`config.mk`:
```
export PLATFORM = sky130hd
export DESIGN_NAME = seq_factorial
export DESIGN_NICKNAME = d
export VERILOG_FILES = /design/src/rtl/seq_factorial.sv
export SDC_FILE = /design/constraint.sdc
export NUM_CORES = 1
export LEC_CHECK = 0
export ABC_AREA = 1
export CAP_MARGIN = 20
export CORE_ASPECT_RATIO = 1.4
export CORE_UTILIZATION = 34
export DETAILED_ROUTE_END_ITERATION = 8
export SLEW_MARGIN = 10
export SYNTH_ARGS = -nofsm -noshare
export SYNTH_HDL_FRONTEND = slang
export SYNTH_SLANG_ARGS = --single-unit
export TNS_END_PERCENT = 1
```
`constraint.sdc`:
```
create_clock -name clk -period 4.8 [get_ports clk]
set_input_delay 0.96 -clock clk [delete_from_list [all_inputs] [get_ports clk]]
set_output_delay 0.96 -clock clk [all_outputs]
set_load 0.005 [all_outputs]
```
`src/rtl/seq_factorial.sv`:
```
// Sequential factorial engine: one multiply per clock behind a start/done handshake.
// The result is truncated to W bits, and a sticky flag reports any product bits lost above W.
module seq_factorial #(
    parameter int N = 4,
    parameter int W = 10 * N
) (
    input  logic         clk,
    input  logic         rst,
    input  logic         start,
    input  logic [N-1:0] number,
    output logic         busy,
    output logic         done,
    output logic [W-1:0] factorial,
    output logic         overflow
);

    localparam logic [1:0] S_IDLE = 2'd0;
    localparam logic [1:0] S_CALC = 2'd1;
    localparam logic [1:0] S_DONE = 2'd2;

    localparam logic [N-1:0] NUM_TWO = N'(2);
    localparam logic [N-1:0] NUM_ONE = N'(1);
    localparam logic [W-1:0] ACC_ONE = W'(1);

    logic [1:0]     state_q, state_d;
    logic [N-1:0]   n_q, n_d;
    logic [N-1:0]   i_q, i_d;
    logic [W-1:0]   acc_q, acc_d;
    logic           ovf_q, ovf_d;
    logic [W-1:0]   factorial_q, factorial_d;
    logic           overflow_q, overflow_d;
    logic [W+N-1:0] prod;

    // Full-width product so the bits above W can be folded into the sticky flag.
    assign prod = {{N{1'b0}}, acc_q} * {{W{1'b0}}, i_q};

    always_comb begin
        state_d     = state_q;
        n_d         = n_q;
        i_d         = i_q;
        acc_d       = acc_q;
        ovf_d       = ovf_q;
        factorial_d = factorial_q;
        overflow_d  = overflow_q;

        case (state_q)
            S_IDLE, S_DONE: begin
                if (start) begin
                    if (number < NUM_TWO) begin
                        state_d     = S_DONE;
                        factorial_d = ACC_ONE;
                        overflow_d  = 1'b0;
                    end else begin
                        state_d = S_CALC;
                        n_d     = number;
                        acc_d   = ACC_ONE;
                        i_d     = NUM_TWO;
                        ovf_d   = 1'b0;
                    end
                end else begin
                    state_d = S_IDLE;
                end
            end

            S_CALC: begin
                acc_d = prod[W-1:0];
                ovf_d = ovf_q | (|prod[W+N-1:W]);
                // Equality exit means i never has to step past the largest operand.
                if (i_q == n_q) begin
                    state_d     = S_DONE;
                    factorial_d = acc_d;
                    overflow_d  = ovf_d;
                end else begin
                    i_d = i_q + NUM_ONE;
                end
            end

            default: begin
                state_d = S_IDLE;
            end
        endcase
    end

    always_ff @(posedge clk) begin
        if (rst) begin
            state_q     <= S_IDLE;
            n_q         <= '0;
            i_q         <= '0;
            acc_q       <= '0;
            ovf_q       <= 1'b0;
            factorial_q <= '0;
            overflow_q  <= 1'b0;
        end else begin
            state_q     <= state_d;
            n_q         <= n_d;
            i_q         <= i_d;
            acc_q       <= acc_d;
            ovf_q       <= ovf_d;
            factorial_q <= factorial_d;
            overflow_q  <= overflow_d;
        end
    end

    assign busy      = (state_q == S_CALC);
    assign done      = (state_q == S_DONE);
    assign factorial = factorial_q;
    assign overflow  = overflow_q;

endmodule

```
Yosys cells after proc, flatten, opt, wreduce, memory -nomap -nowiden
Cells that the tools add are included.
{"block": "totals", "word_cells": 50, "inputBits": 7, "reg_bits": 92}
{"block": "op_classes", "n_reduce_logical": 8, "n_eq_ne": 8, "magnitude_cmp": 1, "muxes": 22, "mul": 1, "n_addsub": 1, "n_bitwise": 2}
{"cell": "two-way mux 40 bit", "count": 5}
{"cell": "one-hot mux 40 bit (2 select lines)", "count": 2}
{"cell": "multiplier 40 x 4 -> 44 bit", "count": 1}
{"cell": "two-way mux 4 bit", "count": 3}
{"cell": "inequality test 2 bit (second input constant)", "count": 4}
{"cell": "one-hot mux 4 bit (2 select lines)", "count": 1}
{"cell": "AND reduction 4 bit", "count": 2}
{"cell": "two-way mux 2 bit", "count": 3}
{"cell": "AND reduction 3 bit", "count": 2}
{"cell": "two-way mux 1 bit", "count": 5}
{"cell": "adder 4 x 1 -> 4 bit (second input constant)", "count": 1}
{"cell": "== test 4 bit", "count": 1}
{"cell": "< comparator 4 x 2 -> 1 bit (second input constant)", "count": 1}
{"cell": "one-hot mux 1 bit (2 select lines)", "count": 2}
{"cell": "one-hot mux 2 bit (2 select lines)", "count": 1}
{"cell": "OR reduction 4 bit", "count": 1}
{"cell": "== test 2 x 1 -> 1 bit (second input constant)", "count": 1}
{"cell": "== test 2 bit (second input constant)", "count": 1}
{"cell": "logical NOT 2 bit", "count": 1}
{"cell": "inequality test 2 x 1 -> 1 bit (second input constant)", "count": 1}
{"cell": "nonzero test 2 bit", "count": 1}
{"cell": "OR reduction 2 bit", "count": 1}
{"cell": "inverter 1 bit", "count": 1}
{"cell": "OR 1 bit", "count": 1}

Logic depth before layout (Yosys ltp)
Gate-level depths: netlist of run 1.
{"block": "logic_depth", "depth_word": 5, "depth_mapped": 25, "ltp_nobuf": 23}

Least setup slack after synthesis of run 1
OpenSTA, ideal clock, no wires.
{"block": "synth_timing", "path_kind": "register to register", "start": "reg i_q[3]", "end": "reg ovf_q", "path_stages_with_launch": 21, "t_arrival_ps": 3298, "setup_ps": 135, "slack_ps": 1367, "n_path_buf": 2, "required_time_ps": 4665, "cell_sequence": "dfxtp_1 > buf_2 > clkbuf_1 > nand2_1 > fa_1 > fa_1 > fa_1 > inv_1 > nand3_1 > nand2_2 > nand2_1 > nand2_2 > nand2_1 > nand3_2 > nand2_1 > nand3_1 > nand2_1 > nor2_1 > nand2_1 > nand2_1 > a21oi_2"}
{"block": "synth_between", "elab_chain_len": 4}
{"item": "from (decl)", "line_no": "27", "text": "logic [N-1:0] i_q, i_d;"}
{"item": "from (signal assigned)", "line_no": "96", "text": "i_q <= i_d;"}
{"item": "multiplier 40 x 4 -> 44 bit", "line_no": "35", "text": "assign prod = {{N{1'b0}}, acc_q} * {{W{1'b0}}, i_q};"}
{"item": "OR reduction 4 bit", "line_no": "67", "text": "ovf_d = ovf_q | (|prod[W+N-1:W]);"}
{"item": "OR 1 bit", "line_no": "67"}
{"item": "one-hot mux 1 bit (2 select lines)", "line_no": "46", "text": "case (state_q)"}
{"item": "to (signal assigned)", "line_no": "98", "text": "ovf_q <= ovf_d;"}
{"item": "to (decl)", "line_no": "29", "text": "logic ovf_q, ovf_d;"}
Every way passes these cells.
A chain may end at the register's enable or synchronous reset.

Worst setup path in the final report of run 1
{"block": "layout_timing", "start": "reg i_q[3]", "end": "reg acc_q[32]"}
{"block": "layout_between", "elab_chain_len": 2}
{"item": "multiplier 40 x 4 -> 44 bit", "line_no": "35"}
{"item": "one-hot mux 40 bit (2 select lines)", "line_no": "46"}
{"item": "to (signal assigned)", "line_no": "89", "text": "acc_q <= '0;"}
{"item": "to (signal assigned)", "line_no": "97", "text": "acc_q <= acc_d;"}
{"item": "to (decl)", "line_no": "28", "text": "logic [W-1:0] acc_q, acc_d;"}
Every way passes these cells.

==> results of run 1 <==
-- worst max-delay path: stages, from the launching register on --
cell	delay [ps]
dfxtp_1	310
buf_4	240
nand2_1	100
inv_1	60
fa_1	530
inv_1	60
fa_1	530
inv_1	50
ha_1	360
a21oi_1	230
o21ai_0	230
a21oi_1	200
nand3_2	160
nand3_1	110
nand2_1	110
o21ai_0	450
a21oi_1	120
-- registers in the layout, indices dropped and copies added (netlist names) --
signal     cells
i_q            4
overflow       1
factorial     40
acc_q         40
ovf_q          1
n_q            4
state_q        2
-- power groups by stage --
stage,registers (mW),clock network [mW],logic (mW)
final,0.842,0.816,0.343
after CTS,0.843,0.837,0.350
after global placement,0.860,0,0.344
after detailed placement,0.860,0,0.348
after global routing,0.848,0.871,0.377
after floorplan,0.860,0,0.204
-- layout make-up --
cell class                 instances  share of cell area
timing repair buffer              62             0.05475
multi-input combinational        963              0.5691
sequential                        92              0.1729
clock inverter                     7            0.009868
tap                              370             0.04347
inverter                         364              0.1288
clock buffer                       9             0.02115
-- per-stage QoR --
stage,cell area [um2],setup slack [ps],utilization,std cells,hold WS (ps)
after detailed placement,10320,805.5,0.3744,1851,472.2
final,10650,790.1,0.3863,1867,481.3
after global routing,10650,570.0,0.3863,1867,512.8
after CTS,10650,774.8,0.3863,1867,482.9
after global placement,10320,845.2,0.3744,1851,464.6
after floorplan,9497,1367,-,1465,452.5
-- final timing paths --
kind	slack (ps)	end	from	cells past startpoint
max	790	acc_q[32]	i_q[3]	16
min	480	n_q[1]	n_q[1]	2
min reg2reg	480	n_q[1]	n_q[1]	2
max reg2reg	790	acc_q[32]	i_q[3]	16
-- cells by family (layout without fill, tap and decap cells) --
| kind of cell | Yosys count | count (layout) | share of synthesized area |
|---|---|---|---|
| AO/OA/AOI/OAI | 248 | 248 | 0.1552 |
| XOR/XNOR | 5 | 5 | 0.004611 |
| adder cells (fa/ha/maj) | 125 | 125 | 0.2248 |
| buffers and inverters | 410 | 442 | 0.1681 |
| flip-flops | 92 | 92 | 0.1939 |
| AND/OR/NAND/NOR | 585 | 585 | 0.2534 |
-- cells in the mapped netlist, types with 5 or more instances --
cell type  instances  area [um2]
nand2_2            8       50.05
buf_1              6       22.52
fa_1              76        1521
o21ai_0           38       190.2
nor2_2             7       43.79
dfxtp_1           92        1842
nand4_1            7       43.79
nor2_1            87       326.6
xor2_1             5       43.79
a21oi_1          109       545.5
o21ai_1           39       195.2
ha_1              49       613.1
inv_1            362        1359
clkbuf_1          26       97.59
buf_2              6       30.03
nor3_1            11       55.05
nand3_1           34       170.2
a21oi_2           39       341.6
o21bai_1           6       45.04
nand2_1          410        1539
-- layer usage --
metal	global-route usage	part of all wire	vias to the layer above	wire length, um
li1	-	-	4455	-
met1	0.2094	0.42	4032	10660
met2	0.3534	0.52	131	13140
met3	0.02648	0.028	46	706
met4	0.08589	0.037	0	952
met5	0	0	-	0
==> results by group, run 1 <==
Power and ir drop
  – Max IR drop VDD: 0.1627 mV
  – Design Power: about 2 mW
  – P_int: ~1.4 mW
  – Share of total power in sequential cells: 0.421
  – Clock power frac: 0.408
  – Switching portion of total power: 0.2893
  – Sw power: around 0.58 mW
  – Leakage power: roughly 5.8 nW
  – Comb pwr share: 0.171
  – P per Cell Area: between 150 and 200 nW/um2

STA
  – Max transition margin: 0.5027
  – Slew @ Worst Pin: between 700 and 800 ps
  – Period utilization: 0.8354
  – Tmin final: 4010 ps
  – Slew Viols, Final: 0
  – Clock skew: roughly 9.3 ps
  – Max Freq: ~0.25 GHz
  – # setup viols final: 0
  – RSZ-0062 raised after global routing: false
  – Hold Vio Cnt, Final: 0
  – Final TNS setup: 0 ps

Die
  – Initial Util: 0.3445
  – Area of the core: 27,570 um2
  – Die Span Y: 199.7 um
  – Die span in x: ~140 um
  – Number of I/O pins: 50
  – Die ar.: ~29,000 um2
  – Rows: between 70 and 80

Synthesis
  – Yosys cell types: 42
  – Avg Cell Area, Syn: 6.482 um2
  – Mapped Area: between 9000 and 10,000 um2
  – Gate Count Post-Synth: around 1,500
  – Mapped Nets: 1,597
  – Yosys reg bits: 92
  – Ys async rst share: 0
  – Synth Flop Type: dfxtp_1
  – Seq/Total Area, Yosys: 0.1939
  – YS warnings: 0
  – Post-synth EDFFs: 0

GRT
  – First-pass GRT wire length: between 40,000 and 50,000 um
  – Global route overflow: 0
  – Initial antenna violation count: 0
  – Pin count of the biggest net entering global routing: 82
  – Overall Global Routing Usage: 0.1888
  – Vias in the first global route: 8,659

Place
  – DP HPWL: approximately 20,000 um
  – IO Port Bufs: 49
  – Final Wtd Congestion: 0.9100

Clock tree
  – CTS Buffer Depth: 2
  – Clk slew on worst S/H paths: around 70 ps
  – CTS tree: built
  – Htree depth: 3
  – Clock Sinks: 92
  – CTS Buf Count: 9
  – Hold-fix buffers at CTS: 0
  – Post-CTS Setup Bufs: 0
  – CTS Root Buffer Type: clkbuf_16
  – Post-CTS resize count: 0
  – Clk Latency, worst-skew pair: 370 ps

Setup path
  – Crit-path max FO: 25
  – CP Class: reg2reg
  – Critical Path AT: between 4000 and 5000 ps
  – Startpoint Class: register
  – Worst EP required: 5030 ps
  – Crit path capture type: register

Final layout
  – Layout cells sized above 1: 0.07281
  – Fill count: between 3,000 and 4,000
  – N_diodes: 0
  – Most frequent cells in the layout: 410 x nand2_1, 361 x inv_1, 109 x a21oi_1
  – Nets@finish: approximately 1,600
  – Area taken by multi-input logic gates: 6061 um2
  – P&R area growth vs syn: 12.15%
  – Commonest non-fill, non-tap cell in the layout: nand2_1
  – Storage element area: 1842 um2

Route
  – Initial DRC Count: between 300 and 400
  – Routed via count: approximately 8,700
  – DR pass1 iterations: 5
  – Drt drc: 0
  – WL/cell: between 10 and 15 um
  – Detailed Route WL: 25,450 um
  – Routed vias/inst: between 4 and 5
  – Routed Antenna Nets: 0

Outcome
  – Run status: completed

Hold path
  – HP Class: reg2reg

Flow run
  – Max cap viols: 0
Note: power is estimated with default switching activity, not from simulation.
==> run 2, diff against run 1 <==
==> constraint.sdc (replaced) <==
create_clock -name clk -period 3.53 [get_ports clk]
set_input_delay 0.706 -clock clk [delete_from_list [all_inputs] [get_ports clk]]
set_output_delay 0.706 -clock clk [all_outputs]
set_load 0.005 [all_outputs]
==> results by group, run 2 (synthesis gave the netlist of run 1 again) <==
Route
  – Detailed Route WL: between 20,000 and 30,000 um
  – DR pass1 iterations: 5
  – Routed via count: between 9,000 and 10,000
  – Drt drc: 0
  – Routed Antenna Nets: 0
  – Routed vias/inst: 4.669
  – WL/cell: between 10 and 15 um
  – Initial DRC Count: approximately 400

Setup path
  – Flop2flop setup slack: -70 ps
  – FF-to-FF Start: i_q[3]
  – Critical Path AT: roughly 3900 ps
  – Startpoint Class: register
  – R2R depth: 22
  – Crit-path max FO: 7
  – Crit path capture type: register
  – Setup crit end: ovf_q
  – Crit. Startpoint: i_q[3]
  – Worst EP required: 3790 ps
  – CP Class: reg2reg
  – Reg2Reg Capture Point: ovf_q

STA
  – Max transition margin: 0.4860
  – Slew @ Worst Pin: just under 800 ps
  – Clock skew: 10.21 ps
  – Slew Viols, Final: 0
  – Final hold slack: around 480 ps
  – Max Freq: 0.2777 GHz
  – Period utilization: 1.020
  – Hold Vio Cnt, Final: 0
  – Slack of the critical path: -71.11 ps
  – Tmin final: 3601 ps
  – RSZ-0062 raised after global routing: true
  – # setup viols final: 26

Power and ir drop
  – Switching portion of total power: 0.3158
  – Clock power frac: 0.379
  – Leakage power: 6.927 nW
  – Comb pwr share: 0.190
  – P per Cell Area: 198.8 nW/um2
  – Max IR drop VDD: roughly 0.26 mV
  – Sw power: 0.8393 mW
  – P_int: between 1.5 and 2 mW
  – Share of total power in sequential cells: 0.431
  – Design Power: roughly 2.7 mW

Hold path
  – HP Class: reg2reg

Final layout
  – Commonest non-fill, non-tap cell in the layout: nand2_1
  – Layout Cells excl Fill: between 2,000 and 2,500
  – P&R area growth vs syn: 40.75%
  – N_diodes: 0
  – Layout cells sized above 1: 0.3170
  – Nets@finish: roughly 1,800
  – Fin area: around 13,000 um2
  – Most frequent cells in the layout: 337 x nand2_1, 325 x inv_1, 151 x buf_4

Die
  – Die span in x: 143.2 um
  – Initial Util: 0.3445
  – Die ar.: between 20,000 and 30,000 um2
  – Die Span Y: 199.7 um
  – Area of the core: around 28,000 um2
  – Rows: between 70 and 80
  – Number of I/O pins: 50

GRT
  – Vias in the first global route: roughly 9,000
  – Pin count of the biggest net entering global routing: 82
  – First-pass GRT wire length: around 45,000 um
  – Global route overflow: 0
  – Overall Global Routing Usage: 0.2076
  – Initial antenna violation count: 0

Place
  – Inst Count DP: 1,990
  – IO Port Bufs: between 40 and 50
  – Post-Place Setup Slack: -402.0 ps
  – Area post-placement: approximately 11,000 um2
  – DP HPWL: between 20,000 and 25,000 um
  – Final Wtd Congestion: between 0.9 and 1

Outcome
  – Run status: finished with violations
  – Failing checks: negative setup slack

Clock tree
  – Clock Sinks: ~90
  – Hold-fix buffers at CTS: 0
  – CTS Buffer Depth: 2
  – CTS tree: built
  – CTS Buf Count: 9
  – CTS Root Buffer Type: clkbuf_16
  – Clk Latency, worst-skew pair: 390 ps
  – Htree depth: 3
  – Clk slew on worst S/H paths: 80 ps

Flow run
  – Max cap viols: 0
-- run 2: how the worst min path moves through the flow --
stage            from  endpoint  slack [ps]  cells after the start
2_1_floorplan  n_q[3]    n_q[3]         450                      2
6_report       n_q[1]    n_q[1]         480                      2
4_1_cts        n_q[2]    n_q[2]         480                      2
3_5_place_dp   n_q[1]    n_q[1]         470                      2
5_1_grt        n_q[1]    n_q[1]         500                      2
3_3_place_gp   n_q[3]    n_q[3]         460                      2
-- run 2: through the flow --
step                  util  TNS (ps)
floorplan                -         0
global placement    0.4140    -10070
detailed placement  0.4140    -13450
CTS                 0.4481     -1835
global route        0.4849     -8450
finish              0.4849    -758.7
-- run 2: layer usage --
layer | track usage | wire [um] | up-vias
li1 | - | - | 4786
met4 | 0.08983 | 952 | 0
met3 | 0.03030 | 731 | 56
met1 | 0.2311 | 12030 | 4486
met2 | 0.3888 | 15630 | 131
met5 | 0 | 0 | -
-- run 2: area by class of cell --
type,count,area [um2]
clock buffers,9,225.2
clock inverters,7,66.31
fillers,2752,14200
inverters,364,1371
multi-input cells,963,7427
flip-flops and latches,92,1848
well taps,370,462.9
repair buffers,221,1966
-- run 2: critical path, stage by stage, from the launching register on --
cell	delay, ps
dfxtp_4	430
buf_12	170
nand2_1	70
inv_1	60
fa_1	520
inv_2	50
fa_1	530
inv_1	60
ha_4	290
nand2_2	60
nor2_1	80
buf_4	130
nand2_1	90
nor2_1	130
nand2_2	110
nand3_4	120
nand2_2	80
nand3_1	80
nand2_1	70
nor2_1	100
nand2_1	70
nand2_2	80
a21oi_2	50
-- run 2: timing repair --
action | 4_1_cts | 5_1_grt
endpoints found under the hold margin | 0 | 0
pin swaps | 17 | 129
setup buffers | 2 | 15
endpoints found under the setup margin | 60 | 60
cloned | 0 | 4
gates resized for setup | 125 | 237
-- run 2: power by group through the flow --
stage	logic (mW)	clock network (mW)	registers, mW
after CTS	0.499	1.04	1.15
after global routing	0.552	1.09	1.16
after floorplan	0.277	0	1.17
after detailed placement	0.495	0	1.17
after global placement	0.488	0	1.17
final	0.505	1.01	1.15
==> run 3, diff against run 2 <==
--- a/config.mk
+++ b/config.mk
@@ -8,8 +8,10 @@
 export ABC_AREA = 1
 export CAP_MARGIN = 20
 export CORE_ASPECT_RATIO = 1.4
+export CORE_MARGIN = 2
 export CORE_UTILIZATION = 34
 export DETAILED_ROUTE_END_ITERATION = 8
+export RECOVER_POWER = 25
 export SLEW_MARGIN = 10
 export SYNTH_ARGS = -nofsm -noshare
 export SYNTH_HDL_FRONTEND = slang
==> results by group, run 3 (synthesis gave the netlist of run 1 again) <==
GRT
  – Pin count of the biggest net entering global routing: 82
  – Overall Global Routing Usage: 0.1976
  – First-pass GRT wire length: roughly 47,000 um
  – Vias in the first global route: 9,672
  – Initial antenna violation count: 0
  – Global route overflow: 0

Route
  – Routed vias/inst: between 4 and 5
  – Routed Antenna Nets: 0
  – Detailed Route WL: 27,870 um
  – WL/cell: 13.72 um
  – Drt drc: 0
  – Routed via count: between 9,000 and 10,000
  – Initial DRC Count: around 420
  – DR pass1 iterations: 4

Die
  – Die span in x: between 100 and 150 um
  – Number of I/O pins: 50
  – Die ar.: roughly 30,000 um2
  – Initial Util: 0.3445
  – Area of the core: roughly 28,000 um2
  – Rows: between 70 and 80
  – Die Span Y: just over 200 um

Clock tree
  – CTS Buf Count: 9
  – Clk Latency, worst-skew pair: approximately 390 ps
  – CTS Buffer Depth: 2
  – Clk slew on worst S/H paths: around 70 ps
  – CTS tree: built
  – Clock Sinks: just over 90
  – CTS Root Buffer Type: clkbuf_16
  – Hold-fix buffers at CTS: 0
  – Htree depth: 3

STA
  – Max transition margin: 0.2781
  – # setup viols final: 38
  – Tmin final: approximately 3700 ps
  – Clock skew: between 10 and 15 ps
  – Max Freq: 0.2733 GHz
  – Final TNS setup: -2110 ps
  – Slack of the critical path: -128.9 ps
  – Final hold slack: around 470 ps
  – Slew @ Worst Pin: ~1100 ps
  – RSZ-0062 raised after global routing: true
  – Hold Vio Cnt, Final: 0
  – Period utilization: 1.037
  – Slew Viols, Final: 0

Final layout
  – Core Util, Final: 0.4576
  – Nets@finish: 1,789
  – P&R area growth vs syn: 32.82%
  – Layout Cells excl Fill: between 2,000 and 2,500
  – Layout cells sized above 1: 0.2280
  – N_diodes: 0
  – Most frequent cells in the layout: 377 x nand2_1, 361 x inv_1, 169 x buf_4
  – Fin area: between 10,000 and 15,000 um2
  – Commonest non-fill, non-tap cell in the layout: nand2_1

Power and ir drop
  – P per Cell Area: 217.2 nW/um2
  – Switching portion of total power: 0.2928
  – Clock power frac: 0.402
  – Leakage power: between 6 and 7 nW
  – Sw power: approximately 0.8 mW
  – Comb pwr share: 0.179
  – Share of total power in sequential cells: 0.418
  – P_int: ~1.9 mW
  – Max IR drop VDD: 0.2287 mV

Setup path
  – CP Class: reg2reg
  – R2R depth: 22
  – Crit-path max FO: 19
  – Reg2Reg Capture Point: acc_q[33]
  – Crit. Startpoint: i_q[3]
  – FF-to-FF Start: i_q[3]
  – Worst EP required: about 3800 ps
  – Setup crit end: acc_q[33]
  – Critical Path AT: around 3900 ps
  – Startpoint Class: register
  – Flop2flop setup slack: -130 ps
  – Crit path capture type: register

Outcome
  – Run status: finished with violations
  – Failing checks: negative setup slack

Place
  – IO Port Bufs: about 50
  – Final Wtd Congestion: approximately 0.93
  – Inst Count DP: approximately 2,000
  – DP HPWL: 21,910 um
  – Area post-placement: around 12,000 um2

Hold path
  – HP Class: reg2reg

Flow run
  – Max cap viols: 0
==> run 3: critical path: stages, from the launching register on <==
cell and delay [ps]:
dfxtp_4 360, buf_12 160, nand2_1 70, inv_1 60, fa_1 530, inv_1 50, fa_1 540, inv_1 70
ha_4 270, buf_4 110, nand2_2 70, buf_4 150, nor2_4 110, nand2_2 70, nor2_1 80, nand2_1 90
nand3_4 130, a31oi_4 100, buf_4 150, nor2_1 80, nor2_1 40, nand2_1 130, a21oi_1 80
==> run 3: power by group through the flow <==
stage | Sequential, mW | Combinational, mW | Clock (mW)
after floorplan | 1.17 | 0.277 | 0
after global placement | 1.17 | 0.492 | 0
after detailed placement | 1.17 | 0.497 | 0
after CTS | 1.15 | 0.502 | 1.14
after global routing | 1.16 | 0.534 | 1.17
final | 1.15 | 0.491 | 1.10
==> run 3: final cells by class <==
cell class / count / area (um2)
multi-input combinational: 963 / 6696
tap: 370 / 462.9
clock buffer: 9 / 225.2
timing repair buffer: 227 / 1909
inverter: 364 / 1371
fill: 2884 / 14950
clock inverter: 7 / 100.1
sequential: 92 / 1848
==> run 3: metal layers <==
layer / vias up / track usage / wire [um]
met5: - / 0 / 0
met4: 0 / 0.08403 / 989
met2: 136 / 0.3759 / 14870
met3: 54 / 0.02993 / 758
met1: 4332 / 0.2156 / 11250
li1: 4801 / - / -
==> run 3: timing repair <==
action                     4_1_cts  5_1_grt
setup endpoints to repair       55       61
pin swaps                        7       11
buffers inserted                 1        0
gates resized for setup         88       51
==> run 3: worst min path at each step <==
stage | start | to | slack [ps] | cells past startpoint
CTS | n_q[3] | n_q[3] | 480 | 2
detailed placement | n_q[3] | n_q[3] | 470 | 2
global route | n_q[3] | n_q[3] | 510 | 2
finish | n_q[3] | n_q[3] | 470 | 2
global placement | n_q[3] | n_q[3] | 460 | 2
floorplan | n_q[3] | n_q[3] | 450 | 2
==> run 3: metrics by stage <==
stage	setup WS (ps)	power, mW
2_1_floorplan	97.31	1.446
3_3_place_gp	-358.4	1.664
3_5_place_dp	-338.6	1.671
4_1_cts	-184.4	2.794
5_1_grt	-344.1	2.858
6_report	-128.9	2.740
